$ cat config.mk
export PLATFORM = sky130hd
export DESIGN_NAME = mem_byte_master_flat
export DESIGN_NICKNAME = d
export VERILOG_FILES = /design/src/rtl/mem_byte_master_if.sv /design/src/rtl/mem_byte_master.sv /design/src/flat_wrapper.sv
export SDC_FILE = /design/constraint.sdc
export NUM_CORES = 1
export LEC_CHECK = 0
export BUFFER_PORTS_ARGS = -buffer_cell sky130_fd_sc_hd__buf_2
export CORE_MARGIN = 2
export CORE_UTILIZATION = 58
export DETAILED_ROUTE_END_ITERATION = 10
export PLACE_DENSITY = 0.79
export SLEW_MARGIN = 10
export SYNTH_ARGS = -nofsm -noshare
export SYNTH_HDL_FRONTEND = slang
export SYNTH_SLANG_ARGS = --single-unit
export TNS_END_PERCENT = 10
$ cat constraint.sdc
create_clock -name clk -period 3.69 [get_ports clk]
set_clock_uncertainty 0.05 [all_clocks]
set_input_delay 0.738 -clock clk [delete_from_list [all_inputs] [get_ports clk]]
set_output_delay 0.738 -clock clk [all_outputs]
set_load 0.03 [all_outputs]
$ cat src/rtl/mem_byte_master_if.sv
// Request/response and byte-wide memory bus bundle for mem_byte_master.
// The master modport is the view of the load/store initiator itself; the
// slave modport is the view of everything around it (execute stage + RAM).
interface mem_byte_master_if #(
  parameter int AW = 17
);
  // request side
  logic          req_valid;
  logic          req_ready;
  logic          req_we;
  logic [1:0]    req_type;
  logic          req_unsigned;
  logic [AW-1:0] req_addr;
  logic [31:0]   req_wdata;
  // response side
  logic          resp_valid;
  logic          resp_err;
  logic [31:0]   resp_rdata;
  // byte-wide memory port
  logic          mem_en;
  logic          mem_we;
  logic [AW-1:0] mem_addr;
  logic [7:0]    mem_wdata;
  logic [7:0]    mem_rdata;

  modport master (
    input  req_valid, req_we, req_type, req_unsigned, req_addr, req_wdata,
    input  mem_rdata,
    output req_ready, resp_valid, resp_err, resp_rdata,
    output mem_en, mem_we, mem_addr, mem_wdata
  );

  modport slave (
    output req_valid, req_we, req_type, req_unsigned, req_addr, req_wdata,
    output mem_rdata,
    input  req_ready, resp_valid, resp_err, resp_rdata,
    input  mem_en, mem_we, mem_addr, mem_wdata
  );
endinterface

$ cat src/rtl/mem_byte_master.sv
// Multi-cycle load/store initiator: one word/half/byte access is issued as a
// run of single-byte transfers on a byte-wide synchronous RAM, LSB first.
// Loads are reassembled little-endian and sign/zero extended. All outputs
// are registered; next-state logic computes the value each output must take
// in the cycle after the edge.
module mem_byte_master #(
  parameter int ADDRESS_WIDTH = 17,
  parameter int DATA_WIDTH    = 32,
  parameter int BYTE_WIDTH    = 8
) (
  input  logic              clk,
  input  logic              rst_n,
  mem_byte_master_if.master bus
);

  typedef enum logic [1:0] {
    ST_IDLE = 2'd0,
    ST_XFER = 2'd1,
    ST_WAIT = 2'd2,
    ST_RESP = 2'd3
  } state_e;

  localparam logic [1:0] TYPE_WORD = 2'b00;
  localparam logic [1:0] TYPE_BYTE = 2'b01;
  localparam logic [1:0] TYPE_HALF = 2'b10;
  localparam logic [1:0] TYPE_ILL  = 2'b11;

  // Index of the final beat for a given access size.
  function automatic logic [1:0] last_beat(input logic [1:0] typ);
    case (typ)
      TYPE_WORD: last_beat = 2'd3;
      TYPE_HALF: last_beat = 2'd1;
      TYPE_BYTE: last_beat = 2'd0;
      default:   last_beat = 2'd0;
    endcase
  endfunction

  // Sign/zero extension of an assembled load; words pass through untouched.
  function automatic logic [DATA_WIDTH-1:0] extend_load(input logic [DATA_WIDTH-1:0] raw,
                                                        input logic [1:0] typ,
                                                        input logic uns);
    case (typ)
      TYPE_BYTE: extend_load = uns ? {24'h00_0000, raw[7:0]}
                                   : {{24{raw[7]}}, raw[7:0]};
      TYPE_HALF: extend_load = uns ? {16'h0000, raw[15:0]}
                                   : {{16{raw[15]}}, raw[15:0]};
      TYPE_WORD: extend_load = raw;
      default:   extend_load = raw;
    endcase
  endfunction

  state_e                   state_q, state_d;
  logic [1:0]               idx_q, idx_d;
  logic [1:0]               last_q, last_d;
  logic                     we_q, we_d;
  logic [1:0]               type_q, type_d;
  logic                     uns_q, uns_d;
  logic [ADDRESS_WIDTH-1:0] addr_q, addr_d;
  logic [DATA_WIDTH-1:0]    wdata_q, wdata_d;
  logic [DATA_WIDTH-1:0]    rbuf_q, rbuf_d;
  logic [DATA_WIDTH-1:0]    rd_asm_s;

  logic                     req_ready_q, req_ready_d;
  logic                     resp_valid_q, resp_valid_d;
  logic                     resp_err_q, resp_err_d;
  logic [DATA_WIDTH-1:0]    resp_rdata_q, resp_rdata_d;
  logic                     mem_en_q, mem_en_d;
  logic                     mem_we_q, mem_we_d;
  logic [ADDRESS_WIDTH-1:0] mem_addr_q, mem_addr_d;
  logic [BYTE_WIDTH-1:0]    mem_wdata_q, mem_wdata_d;

  // Next-state and next-output logic for the IDLE/XFER/WAIT/RESP sequencer.
  always_comb begin
    state_d      = state_q;
    idx_d        = idx_q;
    last_d       = last_q;
    we_d         = we_q;
    type_d       = type_q;
    uns_d        = uns_q;
    addr_d       = addr_q;
    wdata_d      = wdata_q;
    rbuf_d       = rbuf_q;
    rd_asm_s     = rbuf_q;
    req_ready_d  = req_ready_q;
    resp_valid_d = 1'b0;
    resp_err_d   = 1'b0;
    resp_rdata_d = resp_rdata_q;
    mem_en_d     = 1'b0;
    mem_we_d     = 1'b0;
    mem_addr_d   = mem_addr_q;
    mem_wdata_d  = mem_wdata_q;

    case (state_q)
      ST_IDLE: begin
        req_ready_d = 1'b1;
        if (bus.req_valid) begin
          we_d        = bus.req_we;
          type_d      = bus.req_type;
          uns_d       = bus.req_unsigned;
          addr_d      = bus.req_addr;
          wdata_d     = bus.req_wdata;
          idx_d       = 2'd0;
          last_d      = last_beat(bus.req_type);
          rbuf_d      = {DATA_WIDTH{1'b0}};
          req_ready_d = 1'b0;
          if (bus.req_type == TYPE_ILL) begin
            // Illegal size: answer immediately, never touch memory.
            state_d      = ST_RESP;
            resp_valid_d = 1'b1;
            resp_err_d   = 1'b1;
            resp_rdata_d = {DATA_WIDTH{1'b0}};
          end else begin
            // Put beat 0 on the bus in the very next cycle.
            state_d     = ST_XFER;
            mem_en_d    = 1'b1;
            mem_we_d    = bus.req_we;
            mem_addr_d  = bus.req_addr;
            mem_wdata_d = bus.req_wdata[BYTE_WIDTH-1:0];
          end
        end else begin
          state_d = ST_IDLE;
        end
      end

      ST_XFER: begin
        // Read data for the previous beat arrives one cycle after its enable.
        if (!we_q && (idx_q != 2'd0)) begin
          rbuf_d[{idx_q - 2'd1, 3'b000} +: BYTE_WIDTH] = bus.mem_rdata;
        end else begin
          rbuf_d = rbuf_q;
        end
        if (idx_q == last_q) begin
          if (we_q) begin
            state_d      = ST_RESP;
            resp_valid_d = 1'b1;
            resp_rdata_d = {DATA_WIDTH{1'b0}};
          end else begin
            state_d = ST_WAIT;
          end
        end else begin
          // Each byte address wraps independently modulo 2**ADDRESS_WIDTH.
          idx_d       = idx_q + 2'd1;
          mem_en_d    = 1'b1;
          mem_we_d    = we_q;
          mem_addr_d  = addr_q + {{(ADDRESS_WIDTH-2){1'b0}}, idx_d};
          mem_wdata_d = wdata_q[{idx_d, 3'b000} +: BYTE_WIDTH];
        end
      end

      ST_WAIT: begin
        // Last read byte lands now; finish assembling and extend.
        rd_asm_s[{last_q, 3'b000} +: BYTE_WIDTH] = bus.mem_rdata;
        rbuf_d       = rd_asm_s;
        state_d      = ST_RESP;
        resp_valid_d = 1'b1;
        resp_rdata_d = extend_load(rd_asm_s, type_q, uns_q);
      end

      ST_RESP: begin
        state_d     = ST_IDLE;
        req_ready_d = 1'b1;
      end

      default: begin
        state_d     = ST_IDLE;
        req_ready_d = 1'b1;
      end
    endcase
  end

  // State, request latches and registered outputs; reset aborts any access.
  always_ff @(posedge clk or negedge rst_n) begin
    if (!rst_n) begin
      state_q      <= ST_IDLE;
      idx_q        <= 2'd0;
      last_q       <= 2'd0;
      we_q         <= 1'b0;
      type_q       <= 2'b00;
      uns_q        <= 1'b0;
      addr_q       <= {ADDRESS_WIDTH{1'b0}};
      wdata_q      <= {DATA_WIDTH{1'b0}};
      rbuf_q       <= {DATA_WIDTH{1'b0}};
      req_ready_q  <= 1'b1;
      resp_valid_q <= 1'b0;
      resp_err_q   <= 1'b0;
      resp_rdata_q <= {DATA_WIDTH{1'b0}};
      mem_en_q     <= 1'b0;
      mem_we_q     <= 1'b0;
      mem_addr_q   <= {ADDRESS_WIDTH{1'b0}};
      mem_wdata_q  <= {BYTE_WIDTH{1'b0}};
    end else begin
      state_q      <= state_d;
      idx_q        <= idx_d;
      last_q       <= last_d;
      we_q         <= we_d;
      type_q       <= type_d;
      uns_q        <= uns_d;
      addr_q       <= addr_d;
      wdata_q      <= wdata_d;
      rbuf_q       <= rbuf_d;
      req_ready_q  <= req_ready_d;
      resp_valid_q <= resp_valid_d;
      resp_err_q   <= resp_err_d;
      resp_rdata_q <= resp_rdata_d;
      mem_en_q     <= mem_en_d;
      mem_we_q     <= mem_we_d;
      mem_addr_q   <= mem_addr_d;
      mem_wdata_q  <= mem_wdata_d;
    end
  end

  assign bus.req_ready  = req_ready_q;
  assign bus.resp_valid = resp_valid_q;
  assign bus.resp_err   = resp_err_q;
  assign bus.resp_rdata = resp_rdata_q;
  assign bus.mem_en     = mem_en_q;
  assign bus.mem_we     = mem_we_q;
  assign bus.mem_addr   = mem_addr_q;
  assign bus.mem_wdata  = mem_wdata_q;

endmodule
$ cat src/flat_wrapper.sv
// flat-port wrapper written by rule: the top's interface ports become plain ports
module mem_byte_master_flat 
#(
  parameter int ADDRESS_WIDTH = 17,
  parameter int DATA_WIDTH    = 32,
  parameter int BYTE_WIDTH    = 8
)
  (clk, rst_n, bus_req_valid, bus_req_we, bus_req_type, bus_req_unsigned, bus_req_addr, bus_req_wdata, bus_mem_rdata, bus_req_ready, bus_resp_valid, bus_resp_err, bus_resp_rdata, bus_mem_en, bus_mem_we, bus_mem_addr, bus_mem_wdata);
  mem_byte_master_if bus_i ();
  input  logic clk;
  input  logic rst_n;
  input wire logic [$bits(bus_i.req_valid)-1:0] bus_req_valid;
  input wire logic [$bits(bus_i.req_we)-1:0] bus_req_we;
  input wire logic [$bits(bus_i.req_type)-1:0] bus_req_type;
  input wire logic [$bits(bus_i.req_unsigned)-1:0] bus_req_unsigned;
  input wire logic [$bits(bus_i.req_addr)-1:0] bus_req_addr;
  input wire logic [$bits(bus_i.req_wdata)-1:0] bus_req_wdata;
  input wire logic [$bits(bus_i.mem_rdata)-1:0] bus_mem_rdata;
  output wire logic [$bits(bus_i.req_ready)-1:0] bus_req_ready;
  output wire logic [$bits(bus_i.resp_valid)-1:0] bus_resp_valid;
  output wire logic [$bits(bus_i.resp_err)-1:0] bus_resp_err;
  output wire logic [$bits(bus_i.resp_rdata)-1:0] bus_resp_rdata;
  output wire logic [$bits(bus_i.mem_en)-1:0] bus_mem_en;
  output wire logic [$bits(bus_i.mem_we)-1:0] bus_mem_we;
  output wire logic [$bits(bus_i.mem_addr)-1:0] bus_mem_addr;
  output wire logic [$bits(bus_i.mem_wdata)-1:0] bus_mem_wdata;
  assign bus_i.req_valid = bus_req_valid;
  assign bus_i.req_we = bus_req_we;
  assign bus_i.req_type = bus_req_type;
  assign bus_i.req_unsigned = bus_req_unsigned;
  assign bus_i.req_addr = bus_req_addr;
  assign bus_i.req_wdata = bus_req_wdata;
  assign bus_i.mem_rdata = bus_mem_rdata;
  assign bus_req_ready = bus_i.req_ready;
  assign bus_resp_valid = bus_i.resp_valid;
  assign bus_resp_err = bus_i.resp_err;
  assign bus_resp_rdata = bus_i.resp_rdata;
  assign bus_mem_en = bus_i.mem_en;
  assign bus_mem_we = bus_i.mem_we;
  assign bus_mem_addr = bus_i.mem_addr;
  assign bus_mem_wdata = bus_i.mem_wdata;
  mem_byte_master #(.ADDRESS_WIDTH(ADDRESS_WIDTH), .DATA_WIDTH(DATA_WIDTH), .BYTE_WIDTH(BYTE_WIDTH)) u_core (.clk(clk), .rst_n(rst_n), .bus(bus_i));
endmodule
After elaboration in Yosys (flattened, before gate mapping)
Cells that the tools add are included.
- register bits after elaboration: 153
- output and inout bits: 62
- word-level logic and storage cells: 101
- shifts and indexed selects: 5
- add/sub/neg operators: 5
- reduce and logical (&&, ||, !) cells: 13
- mux-type cells: 46
- eq/ne operators: 15
- operators by type and width (kind ; count):
    two-way mux 32 bit ; 8
    one-hot mux 32 bit (3 select lines) ; 2
    bitwise mux 32 bit ; 2
    one-hot mux 32 bit (2 select lines) ; 1
    variable shift 8 x 7 -> 32 bit, first input constant ; 2
    variable part select 8 x 7 -> 32 bit ; 2
    two-way mux 17 bit ; 3
    one-hot mux 17 bit (2 select lines) ; 1
    variable part select 32 x 6 -> 8 bit ; 1
    two-way mux 8 bit ; 3
    adder 17 x 2 -> 17 bit ; 1
    one-hot mux 8 bit (2 select lines) ; 1
    negator 5 -> 7 bit ; 2
    two-way mux 1 bit ; 13
    equality test 2 bit, second input constant ; 5
    two-way mux 2 bit ; 5
    inequality test 2 x 1 -> 1 bit, second input constant ; 4
    one-hot mux 2 bit (2 select lines) ; 2
    one-hot mux 2 bit (4 select lines) ; 1
    inequality test 2 bit, second input constant ; 3
    one-hot mux 1 bit (2 select lines) ; 3
    AND reduction 3 bit ; 2
    nonzero test 2 bit ; 3
    AND reduction 5 bit ; 1
    11 further kinds ; 13

Logic depth before layout (Yosys ltp)
- depth in word-level cells: 6
- mapped depth: 12
- gate-level depth less buffers: 8

Worst setup path after synthesis
No wires, ideal clock.
- kind: register to register
- from: register u_core.idx_q[0]
- to: register u_core.mem_addr_q[14] (netlist: u_core.bus.mem_addr[14])
- path buffers: 4
- cell stages (with the launch flop): 12
- data required time: 3514 ps
- setup slack: 840 ps
- data arrival time: 2674 ps
- path through: dfrtp_1 -> buf_6 -> buf_6 -> inv_1 -> ha_1 -> buf_2 -> inv_1 -> fa_1 -> clkbuf_1 -> nor4_1 -> xnor2_1 -> a221o_1
- cells in the longest elaborated chain, start to end: 4
- elaborated cells on any way between the ends: 7
- those cells by class: add/sub (2); eq/ne (2); mux (2); reduce/logical (1)
- RTL lines (item ; RTL line ; text):
    from (decl) ; mem_byte_master.sv:53 ; logic [1:0] idx_q, idx_d;
    from (signal assigned) ; mem_byte_master.sv:193 ; idx_q <= idx_d;
    adder 2 x 1 -> 2 bit ; mem_byte_master.sv:142 ; idx_d = idx_q + 2'd1;
    adder 17 x 2 -> 17 bit ; mem_byte_master.sv:145 ; mem_addr_d = addr_q + {{(ADDRESS_WIDTH-2){1'b0}}, idx_d};
    two-way mux 17 bit ; mem_byte_master.sv:132 ; if (idx_q == last_q) begin
    one-hot mux 17 bit (2 select lines) ; mem_byte_master.sv:93 ; case (state_q)
    to (signal assigned) ; mem_byte_master.sv:189 ; mem_addr_q <= {ADDRESS_WIDTH{1'b0}};
    to (signal assigned) ; mem_byte_master.sv:207 ; mem_addr_q <= mem_addr_d;
    to (decl) ; mem_byte_master.sv:69 ; logic [ADDRESS_WIDTH-1:0] mem_addr_q, mem_addr_d;
Parallel ways exist; a longest one is shown, timed or not. The select of a mux whose other input is x is not followed.
A chain may end at the register's enable or synchronous reset.

Final worst setup path
- from: register u_core.idx_q[1]
- to: register u_core.mem_addr_q[7] (netlist: u_core.bus.mem_addr[7])
The elaborated chain is that of the path after synthesis.

==> metrics <==
status completed; Crit path top cell by count ha_1; gr ovfl total 0; post-layout min period between 2 and 3 ns; fin crit share 81.1%; first-iteration detailed-routing DRC count ~680; CTS resizes 0; CP bufs+invs 2; Wirelength per Cell ~21 um; ys flop type dfrtp_1; RSZ-0062 raised after global routing no; WHS around 0.25 ns; Psw 0.00382 W; CTS buffer count 17; final WL approximately 22000 um; H-tree levels 4; Final Max Tran Viols 0; io pins between 100 and 150; clock group share of total power between 20% and 30%; Syn Area/Cell 11.1 sq um; Worst path top cell family by delay compound AO/OA/AOI/OAI gates; Finished Layout Cells ~1000; DIE AREA approximately 15000 sq um; Vias/cell between 6 and 7; clock sink total between 150 and 200; Initial Util 59.7%; Core ar. approximately 14000 sq um; Combinational Power Share ~49%; Placer Congestion roughly 0.86; Synth-to-Final Area Change 16.3%; Global Route Usage Sum 29.9%; CTS tree yes; worst-case reg-to-reg path depth 8; antenna violations before repair 0; final core utilization roughly 70%; global-route wire length before repair about 35000 um; Fin Setup TNS 0 ns; count of final setup violators 0; Synth warnings 0; clock-pin slew on the worst setup and hold paths 0.06 ns; Post-Syn Nets around 830; VDD IR-drop max 0.545 mV; Setup crit start kind flip-flop; final hold vios 0; critical-path maximum fanout 12; CTS Hold Bufs 0; Pwr Density a little over 900 nW/um^2; CP cell instances inv_1, ha_1, buf_4, ha_1, a21oi_1, or4_1, a31oi_1, mux2_2; vias in the first global route 6746; Worst setup EP type flip-flop; crit path DAT between 3 and 4 ns; Synth Instances approximately 750; fraction of registers with async set/reset 100%; Ant. Diodes 0; Post-CTS Setup Bufs 0; Internal Power around 0.0052 W; CTS Root Cell clkbuf_16; Post-DRT Antenna Nets 0; sequential share of the synthesized area 45.9%; first drt pass iteration count 6; Die Ht 124 um; Max Freq 0.334 GHz; Worst-Skew Late Latency roughly 0.43 ns; hold crit path type in2async; largest net degree at the start of global routing 85; crit path kind reg2reg; r2r setup slk approximately 0.70 ns; die width roughly 120 um; max cap viols 0; Worst EP required 3.95 ns; share of cells above drive strength 1 about a third; count of unique library cells instantiated by Yosys 62; CTS Buffer Depth 2; Sw Share around 42%; DR DRC count 0; Via Count slightly below 7000; Max-slew headroom ~40%; Crit path depth 8; critical path's slowest cell a21oi_1; CP max stage delay 0.72 ns; Lkg Pwr between 4 and 5 nW; PortBufs 125; FF+latch count, synth between 150 and 200; Post-synth EDFFs 0; dpl cells around 1000; FP Rows 43; Layout Nets 940; hpwl dp approximately 14000 um; Worst Tran Pin Value 0.904 ns; Post-Syn Area roughly 8300 sq um; sequential power share ~30%
cells by family after synthesis:
logic type	synth area share (%)
AND/OR/NAND/NOR	10.6
XOR/XNOR	0.945
adder cells (fa/ha/maj)	3.09
multiplexers	14.8
flip-flops	45.9
buffers and inverters	4.30
AO/OA/AOI/OAI	20.4
state kept, by name, indices dropped and copies added, names as in the netlist:
signal                 cells
u_core.addr_q             17
u_core.bus.mem_addr       17
u_core.bus.mem_en          1
u_core.bus.mem_wdata       8
u_core.bus.mem_we          1
u_core.bus.req_ready       1
u_core.bus.resp_err        1
u_core.bus.resp_rdata     32
u_core.bus.resp_valid      1
u_core.idx_q               2
u_core.last_q              2
u_core.rbuf_q             32
u_core.state_q             2
u_core.type_q              2
u_core.uns_q               1
u_core.wdata_q            32
u_core.we_q                1
area by class of cell:
| type | instances | area (sq um) |
|---|---|---|
| Timing Repair Buffer | 139 | 749 |
| Clock inverter | 9 | 170 |
| Tap cell | 180 | 225 |
| Sequential cell | 153 | 3830 |
| Inverter | 27 | 101 |
| Multi-Input combinational cell | 518 | 4160 |
| Clock buffer | 21 | 470 |
| Fill cell | 1056 | 4280 |
power groups by stage:
stage          clock (W)  combinational, W  sequential, W
6_report         0.00192           0.00444        0.00271
5_1_grt          0.00201           0.00478        0.00278
4_1_cts          0.00194           0.00440        0.00270
3_5_place_dp           0           0.00436        0.00271
3_3_place_gp           0           0.00424        0.00267
2_1_floorplan          0           0.00294        0.00304
routing by layer:
layer  wire length [um]  part of all wire, %  global-route usage (%)
met2              10700                   49                    48.8
met4                587                  2.7                    11.8
met1               8930                   41                    38.9
met3               1710                  7.8                    6.82
met5                  0                    0                       0
per-stage QoR:
stage | total power [W] | area (sq um) | setup slack (ns)
floorplan | 0.00598 | 8350 | 0.840
global placement | 0.00690 | 9070 | 0.865
detailed placement | 0.00707 | 9070 | 0.772
CTS | 0.00904 | 9710 | 0.695
global route | 0.00957 | 9710 | 0.418
finish | 0.00907 | 9710 | 0.698
cell usage in the layout (no fill, tap or decap), drive strengths merged, types with 4 or more instances in the layout:
cell	instances
nor4	4
clkinv	5
a31oi	14
mux2i	4
o21ai	49
mux4	8
a2bb2oi	7
nand3	8
nor2	29
nand3b	5
o2bb2ai	23
or3	5
buf	139
nand4	4
clkbuf	21
a22oi	24
o31ai	7
o211ai	17
nand2	43
inv	26
dfrtp	152
a22o	34
bufinv	5
a31o	25
nor2b	44
xnor2	6
nor3	5
a21oi	15
mux2	86
ha	19
final timing paths:
check,from,end
worst max-delay path,u_core.idx_q[1],u_core.bus.mem_addr[7]
worst max register to register,u_core.idx_q[1],u_core.bus.mem_addr[7]
max in group asynchronous,rst_n,u_core.bus.req_ready
min in group clk,u_core.bus.resp_rdata[8],u_core.bus.resp_rdata[8]
worst min-delay path,rst_n,u_core.bus.resp_rdata[19]
worst min register to register,u_core.bus.resp_rdata[8],u_core.bus.resp_rdata[8]
worst reg2reg max path: cells and delay by family, from the launching register on:
kind                       cells  cell delay (ns)
AOI/OAI and AO/OA              2             0.80
adders and majority gates      2             0.68
DFF                            1             0.45
buffers and inverters          2             0.36
muxes                          1             0.29
and+or+nand+nor                1             0.24
synth_stat cells (3+ instances only):
master,n,area share [%]
dfrtp_1,152,46
mux2_2,73,9.9
o21ai_0,48,2.9
nor2b_1,44,3.3
nand2_1,42,1.9
a22o_1,34,3.6
nor2_1,28,1.3
inv_1,26,1.2
a31o_2,25,2.6
clkbuf_1,25,1.1
a22oi_1,24,2.2
o2bb2ai_1,23,2.4
ha_1,19,2.8
o211ai_1,17,1.5
a21oi_1,15,0.90
a31oi_1,13,0.97
mux2_4,13,2.3
buf_1,10,0.45
buf_2,8,0.48
mux4_2,8,2.2
nand3_1,8,0.48
a2bb2oi_1,7,0.73
buf_6,7,0.94
o31ai_1,7,0.63
xnor2_1,6,0.63
nand3b_1,5,0.45
nor3_1,5,0.30
or3_1,5,0.37
mux2i_1,4,0.48
nor4_1,4,0.30
nand4_1,3,0.22
or2_2,3,0.22
xor2_1,3,0.31
No activity file was read; power rests on OpenSTA's default activity.
